===== config.mk =====
export PLATFORM = sky130hd
export DESIGN_NAME = pending_priority_encoder_flat
export DESIGN_NICKNAME = d
export VERILOG_FILES = /design/src/rtl/pending_priority_encoder_if.sv /design/src/rtl/pending_priority_encoder.sv /design/src/flat_wrapper.sv
export SDC_FILE = /design/constraint.sdc
export NUM_CORES = 1
export LEC_CHECK = 0
export CORE_ASPECT_RATIO = 1.75
export CORE_MARGIN = 10
export CORE_UTILIZATION = 42
export CTS_CLUSTER_SIZE = 10
export DETAILED_ROUTE_END_ITERATION = 8
export GPL_TIMING_DRIVEN = 0
export MAX_ROUTING_LAYER = met4
export PLACE_DENSITY = 0.74
export SETUP_SLACK_MARGIN = 0.1
export SLEW_MARGIN = 30
export SYNTH_ARGS = -nofsm -noshare
export SYNTH_HDL_FRONTEND = slang
export SYNTH_SLANG_ARGS = --single-unit
export TNS_END_PERCENT = 1

===== constraint.sdc =====
create_clock -name clk -period 3.72 [get_ports clk]
set_clock_uncertainty 0.2 [all_clocks]
set_input_delay 0.744 -clock clk [delete_from_list [all_inputs] [get_ports clk]]
set_output_delay 0.744 -clock clk [all_outputs]
set_load 0.01 [all_outputs]

===== src/rtl/pending_priority_encoder_if.sv =====
// pending_priority_encoder_if: request/grant bundle between a producer/consumer
// (master) and the pending priority encoder (slave). W is derived from N.
interface pending_priority_encoder_if #(
  parameter int N = 8
);
  localparam int W = $clog2(N);

  logic [N-1:0] req_in;
  logic         clr_all;
  logic [W-1:0] enc_out;
  logic         enc_valid;
  logic         enc_ready;
  logic [N-1:0] pending;
  logic [W:0]   pend_count;
  logic         overflow;

  modport master (
    output req_in, clr_all, enc_ready,
    input  enc_out, enc_valid, pending, pend_count, overflow
  );

  modport slave (
    input  req_in, clr_all, enc_ready,
    output enc_out, enc_valid, pending, pend_count, overflow
  );
endinterface


===== src/rtl/pending_priority_encoder.sv =====
// pending_priority_encoder: sticky pending register over N request lines,
// presenting one pending index at a time over a valid/ready handshake.
// Optional macro PENC_ROUND_ROBIN_EN compiles in a rotating start pointer;
// without it the lowest pending index always wins.
// All outputs are registered: they are computed from the next-state values so
// they equal a combinational decode of the current pending/pointer state.
module pending_priority_encoder #(
  parameter int N = 8
) (
  input logic                           clk,
  input logic                           rst,
  pending_priority_encoder_if.slave     bus
);
  localparam int W = $clog2(N);

  logic [N-1:0] pending_r;
  logic [N-1:0] pending_next_s;
  logic [N-1:0] grant_mask_s;
  logic [W-1:0] enc_out_r;
  logic         enc_valid_r;
  logic [W:0]   pend_count_r;
  logic         overflow_r;
  logic         overflow_next_s;
  logic         handshake_s;
  logic [W-1:0] ptr_next_s;

  // First set bit at or above start; if none, first set bit from index 0.
  // Returns 0 when vec is empty.
  function automatic logic [W-1:0] select_idx(input logic [N-1:0] vec,
                                              input logic [W-1:0] start);
    logic [W-1:0] idx_hi;
    logic [W-1:0] idx_lo;
    logic         found_hi;
    idx_hi   = {W{1'b0}};
    idx_lo   = {W{1'b0}};
    found_hi = 1'b0;
    // Descending scan so the last hit recorded is the lowest index.
    for (int i = N - 1; i >= 0; i--) begin
      idx_lo   = vec[i] ? W'(i) : idx_lo;
      idx_hi   = (vec[i] && (i >= int'(start))) ? W'(i) : idx_hi;
      found_hi = (vec[i] && (i >= int'(start))) ? 1'b1 : found_hi;
    end
    return found_hi ? idx_hi : idx_lo;
  endfunction

  // Number of set bits; W+1 wide so all-N-pending does not wrap.
  function automatic logic [W:0] popcount(input logic [N-1:0] vec);
    logic [W:0] cnt;
    cnt = {(W+1){1'b0}};
    for (int i = 0; i < N; i++) begin
      cnt = cnt + {{W{1'b0}}, vec[i]};
    end
    return cnt;
  endfunction

  assign handshake_s  = enc_valid_r && bus.enc_ready;
  assign grant_mask_s = handshake_s ? ({{(N-1){1'b0}}, 1'b1} << enc_out_r)
                                    : {N{1'b0}};

  // Next pending set and overflow: clear-all wins, otherwise retire the grant
  // and merge new requests (a re-request on the granted bit re-arms it).
  always_comb begin
    pending_next_s  = pending_r;
    overflow_next_s = 1'b0;
    if (bus.clr_all) begin
      pending_next_s  = {N{1'b0}};
      overflow_next_s = 1'b0;
    end else begin
      pending_next_s  = (pending_r & ~grant_mask_s) | bus.req_in;
      overflow_next_s = |(bus.req_in & pending_r & ~grant_mask_s);
    end
  end

`ifdef PENC_ROUND_ROBIN_EN
  logic [W-1:0] ptr_r;

  // Pointer advances past the granted index on each completed handshake.
  always_comb begin
    ptr_next_s = ptr_r;
    if (!bus.clr_all && handshake_s) begin
      ptr_next_s = (enc_out_r == W'(N - 1)) ? {W{1'b0}} : enc_out_r + W'(1);
    end else begin
      ptr_next_s = ptr_r;
    end
  end

  // Round-robin start pointer register.
  always_ff @(posedge clk) begin
    if (rst) begin
      ptr_r <= {W{1'b0}};
    end else begin
      ptr_r <= ptr_next_s;
    end
  end
`else
  assign ptr_next_s = {W{1'b0}};
`endif

  // Pending state plus registered decode of the next state.
  always_ff @(posedge clk) begin
    if (rst) begin
      pending_r    <= {N{1'b0}};
      enc_valid_r  <= 1'b0;
      enc_out_r    <= {W{1'b0}};
      pend_count_r <= {(W+1){1'b0}};
      overflow_r   <= 1'b0;
    end else begin
      pending_r    <= pending_next_s;
      enc_valid_r  <= |pending_next_s;
      enc_out_r    <= select_idx(pending_next_s, ptr_next_s);
      pend_count_r <= popcount(pending_next_s);
      overflow_r   <= overflow_next_s;
    end
  end

  assign bus.pending    = pending_r;
  assign bus.enc_valid  = enc_valid_r;
  assign bus.enc_out    = enc_out_r;
  assign bus.pend_count = pend_count_r;
  assign bus.overflow   = overflow_r;
endmodule


===== src/flat_wrapper.sv =====
// flat-port wrapper written by rule: the top's interface ports become plain ports
module pending_priority_encoder_flat 
#(
  parameter int N = 8
)
  (clk, rst, bus_req_in, bus_clr_all, bus_enc_ready, bus_enc_out, bus_enc_valid, bus_pending, bus_pend_count, bus_overflow);
  pending_priority_encoder_if #(.N(N)) bus_i ();
  input logic clk;
  input logic rst;
  input wire logic [$bits(bus_i.req_in)-1:0] bus_req_in;
  input wire logic [$bits(bus_i.clr_all)-1:0] bus_clr_all;
  input wire logic [$bits(bus_i.enc_ready)-1:0] bus_enc_ready;
  output wire logic [$bits(bus_i.enc_out)-1:0] bus_enc_out;
  output wire logic [$bits(bus_i.enc_valid)-1:0] bus_enc_valid;
  output wire logic [$bits(bus_i.pending)-1:0] bus_pending;
  output wire logic [$bits(bus_i.pend_count)-1:0] bus_pend_count;
  output wire logic [$bits(bus_i.overflow)-1:0] bus_overflow;
  assign bus_i.req_in = bus_req_in;
  assign bus_i.clr_all = bus_clr_all;
  assign bus_i.enc_ready = bus_enc_ready;
  assign bus_enc_out = bus_i.enc_out;
  assign bus_enc_valid = bus_i.enc_valid;
  assign bus_pending = bus_i.pending;
  assign bus_pend_count = bus_i.pend_count;
  assign bus_overflow = bus_i.overflow;
  pending_priority_encoder #(.N(N)) u_core (.clk(clk), .rst(rst), .bus(bus_i));
endmodule

==> results.py <==
metrics = {
    "timing": {
        "clock.fmax_mhz": 269,
        "setup_viol_count_final": 1,
        "total_negative_setup_slacks_ns": -0.0000575,
        "max-slew-margin-rel_pct": 67.2,
        "fin_worst_hold_slack_ns": 0.436,
        "period_share_pct": 100,
        "post-route-worst-setup-slack_ns": -0.0000575,
        "rsz0062_at_grt": "true",
        "slew_viol_final": 0,
        "hold_viol": 0,
        "tightest_slew_ns": 0.480,
        "finalCriticalPeriod_ns": 3.72,
    },
    "global_route": {
        "grt_pass1_wl_mm": 5.09,
        "vias_in_the_first_global_route": 1078,
        "globalRouteTotalUtil_pct": 12.8,
        "globalRoute.totalOverflow": 0,
        "number_of_antenna_violations_at_the_first_check_in_global_routing": 0,
        "grt_start_max_net_pins": 11,
    },
    "final_layout": {
        "insertedDiodeCount": 0,
        "fraction_of_final_layout_cells_with_drive_strength_greater_than_1_pct": 20.4,
        "layout.core_utilization_pct": 62.6,
        "fill_cells": 215,
        "areaGrowthSynthToFinish_pct": 45.6,
        "final_nets": 183,
    },
    "die": {
        "fp.dieH_um": 86.4,
        "placementRows": 24,
        "ios": 29,
        "start_util_pct": 43.0,
        "die_area_um2": 5010,
        "die_w_um": 58.0,
        "design.core.area_um2": 2460,
    },
    "job": {
        "drv.max_cap_violation_count": 0,
    },
    "status": {
        "failed_checks": "negative setup slack",
        "status": "complete, but fails checks",
    },
    "synth": {
        "syn_nets": 142,
        "yosysUniqueCellTypes": 44,
        "postSynth.topFlopCell": "sky130_fd_sc_hd__dfxtp_1",
        "synth_top_family_by_area": "simple AND/OR/NAND/NOR gates",
        "synth_compound_gate_area_share_pct": 22.3,
        "synthArstFlopShare_pct": 0,
        "synth_simple_gate_area_share_pct": 26.0,
        "synth_seq_cells": 17,
        "synthesis.instances": 122,
        "synth_fa_ha_area_share_pct": 12.3,
        "synth-edff-count": 0,
        "synth.area.mux_share_pct": 0,
        "post_synth_xor_area_fraction_pct": 0.827,
        "post_synth_instance_area_um2": 1060,
        "ys_seq_area_share_pct": 32.2,
        "synth-warning-count": 0,
        "synthesis.area_per_instance_um2": 8.68,
    },
    "cts": {
        "root_buffer": "sky130_fd_sc_hd__clkbuf_8",
        "clk_path_buf_depth": 2,
        "htree_num_levels": 1,
        "worst_skew_pair.late_latency_ns": 0.25,
        "cts.sinks": 17,
        "cts_buffers": 3,
        "cts_tree": "built",
        "clkSlewWorstSetupHoldPaths_ns": 0.07,
    },
    "place": {
        "post-dp-hpwl_mm": 2.43,
        "port_buffers": 28,
        "gp_congestion": 0.926,
        "placement.setup.worst_slack_ns": -0.890,
    },
    "routing": {
        "totalWireLength_mm": 3.09,
        "viasPerCell": 5.58,
        "antenna_left": 0,
        "wl_per_cell_um": 16.4,
        "drt_first_iter_violations": 28,
        "dr_total_vias": 1049,
        "dr.pass1.iters": 4,
        "drc": 0,
    },
    "power_and_ir_drop": {
        "fin_total_pwr_mw": 0.512,
        "total_leakage_power_nw": 0.626,
        "p_per_area_nw_per_um2": 332,
        "peakVddDrop_v": 0.000217,
    },
    "worst_setup_path": {
        "crit_required_ns": 3.66,
        "startpoint_type": "input port",
        "endpoint_kind": "flip-flop",
        "timing.critical_path.fanout_max": 3,
        "worst-endpoint-arrival_ns": 3.66,
        "path_class": "in -> reg",
    },
    "hold_path": {
        "worst_hold_path_type": "reg -> reg",
    },
}
-- flip-flops by register name, indices dropped and copies added, names as in the netlist --
name	count
u_core.bus.enc_valid	1
u_core.bus.pending	8
u_core.bus.enc_out	3
u_core.bus.pend_count	4
u_core.bus.overflow	1
-- where the power goes --
group | switching (mW) | leakage, nW | internal (mW)
Sequential | 0.00852 | 0.140 | 0.197
Combinational | 0.0788 | 0.464 | 0.0877
Clock | 0.0632 | 0.0228 | 0.0761
Total | 0.150 | 0.626 | 0.361
-- synthesized netlist by cell type, drive strengths merged (3+ instances only) --
library cell,instances,share of area (%)
nor2,19,6.7
dfxtp,17,32
inv,12,4.3
a31oi,6,3.5
nand2,6,2.1
or2,5,3.0
a21oi,4,1.9
fa,4,7.6
ha,4,4.7
buf,3,1.4
nand2b,3,1.8
nor2b,3,1.8
-- through the flow --
step | area [um2] | cells
floorplan | 1070 | 122
global placement | 1380 | 176
detailed placement | 1380 | 176
CTS | 1520 | 186
global route | 1540 | 188
finish | 1540 | 188
-- area by class of cell --
| class | count | area [um2] | share of cell area [%] |
|---|---|---|---|
| Buffer | 5 | 38.8 | 2.52 |
| Tap cell | 26 | 32.5 | 2.11 |
| Sequential cell | 17 | 340 | 22.1 |
| Clock buffer | 4 | 45.0 | 2.92 |
| Inverter | 12 | 45.0 | 2.92 |
| Multi-Input combinational cell | 88 | 692 | 44.9 |
| Timing Repair Buffer | 36 | 348 | 22.6 |
-- worst paths after layout --
| kind | to | slack (ns) | start | cells past startpoint |
|---|---|---|---|---|
| max | u_core.bus.pend_count[1]$_SDFF_PP0_ | -0.00006 | bus_enc_ready | 13 |
| min | u_core.bus.overflow$_SDFF_PP0_ | 0.44 | u_core.bus.pending[6]$_SDFF_PP0_ | 2 |
| max reg2reg | u_core.bus.pend_count[1]$_SDFF_PP0_ | 0.12 | u_core.bus.enc_valid$_SDFF_PP0_ | 12 |
| min reg2reg | u_core.bus.overflow$_SDFF_PP0_ | 0.44 | u_core.bus.pending[6]$_SDFF_PP0_ | 2 |
-- cells by family after synthesis --
group	count (synthesis)
and+or+nand+nor	50
AOI/OAI and AO/OA	29
buffers and inverters	17
DFF	17
adders and majority gates	8
xor gates and xnor gates	1
-- worst max-delay path: stages --
cell and delay [ns]:
sky130_fd_sc_hd__buf_8 0.08, sky130_fd_sc_hd__nand3b_4 0.07, sky130_fd_sc_hd__o31a_1 0.32, sky130_fd_sc_hd__nor2_2 0.14, sky130_fd_sc_hd__or2_4 0.13, sky130_fd_sc_hd__fa_1 0.41
sky130_fd_sc_hd__fa_1 0.51, sky130_fd_sc_hd__fa_1 0.42, sky130_fd_sc_hd__inv_1 0.07, sky130_fd_sc_hd__ha_2 0.18, sky130_fd_sc_hd__inv_2 0.04, sky130_fd_sc_hd__fa_2 0.51
sky130_fd_sc_hd__nor2_1 0.03
-- placed cells by master, fill, tap and decap left out, types with 2 or more instances in the layout --
master	Yosys	layout
sky130_fd_sc_hd__buf_2	3	2
sky130_fd_sc_hd__clkbuf_1	2	2
sky130_fd_sc_hd__nand2b_1	3	3
sky130_fd_sc_hd__or2_1	2	2
sky130_fd_sc_hd__nand3_1	2	2
sky130_fd_sc_hd__a41oi_1	2	2
sky130_fd_sc_hd__nor2_1	19	18
sky130_fd_sc_hd__ha_1	4	3
sky130_fd_sc_hd__a31oi_1	6	6
sky130_fd_sc_hd__nand2_1	6	6
sky130_fd_sc_hd__fa_1	4	3
sky130_fd_sc_hd__nor2b_1	3	3
sky130_fd_sc_hd__a311oi_1	2	2
sky130_fd_sc_hd__inv_1	11	10
sky130_fd_sc_hd__inv_2	1	2
sky130_fd_sc_hd__and2_1	2	2
sky130_fd_sc_hd__buf_4	0	8
sky130_fd_sc_hd__dfxtp_1	17	17
sky130_fd_sc_hd__buf_8	0	2
sky130_fd_sc_hd__clkdlybuf4s50_1	0	23
sky130_fd_sc_hd__a21oi_1	4	3
sky130_fd_sc_hd__dlygate4sd2_1	0	2
sky130_fd_sc_hd__clkbuf_8	0	4
sky130_fd_sc_hd__or2_4	0	2
-- timing repair --
action                                  CTS  global route
hold buffers                              0             0
resized for setup                        28             4
setup buffers                             6             2
endpoints found under the setup margin    4             3
cloned                                    0             0
pin swaps                                11            11
-- per-layer routing --
| metal | up-vias | global-route usage [%] | wire (um) |
|---|---|---|---|
| li1 | 511 | - | - |
| met4 | 0 | 5.36 | 82 |
| met3 | 10 | 3.66 | 198 |
| met1 | 498 | 12.4 | 1120 |
| met2 | 30 | 22.8 | 1690 |
| met5 | - | - | 0 |
(Power assumes the default switching activity.)
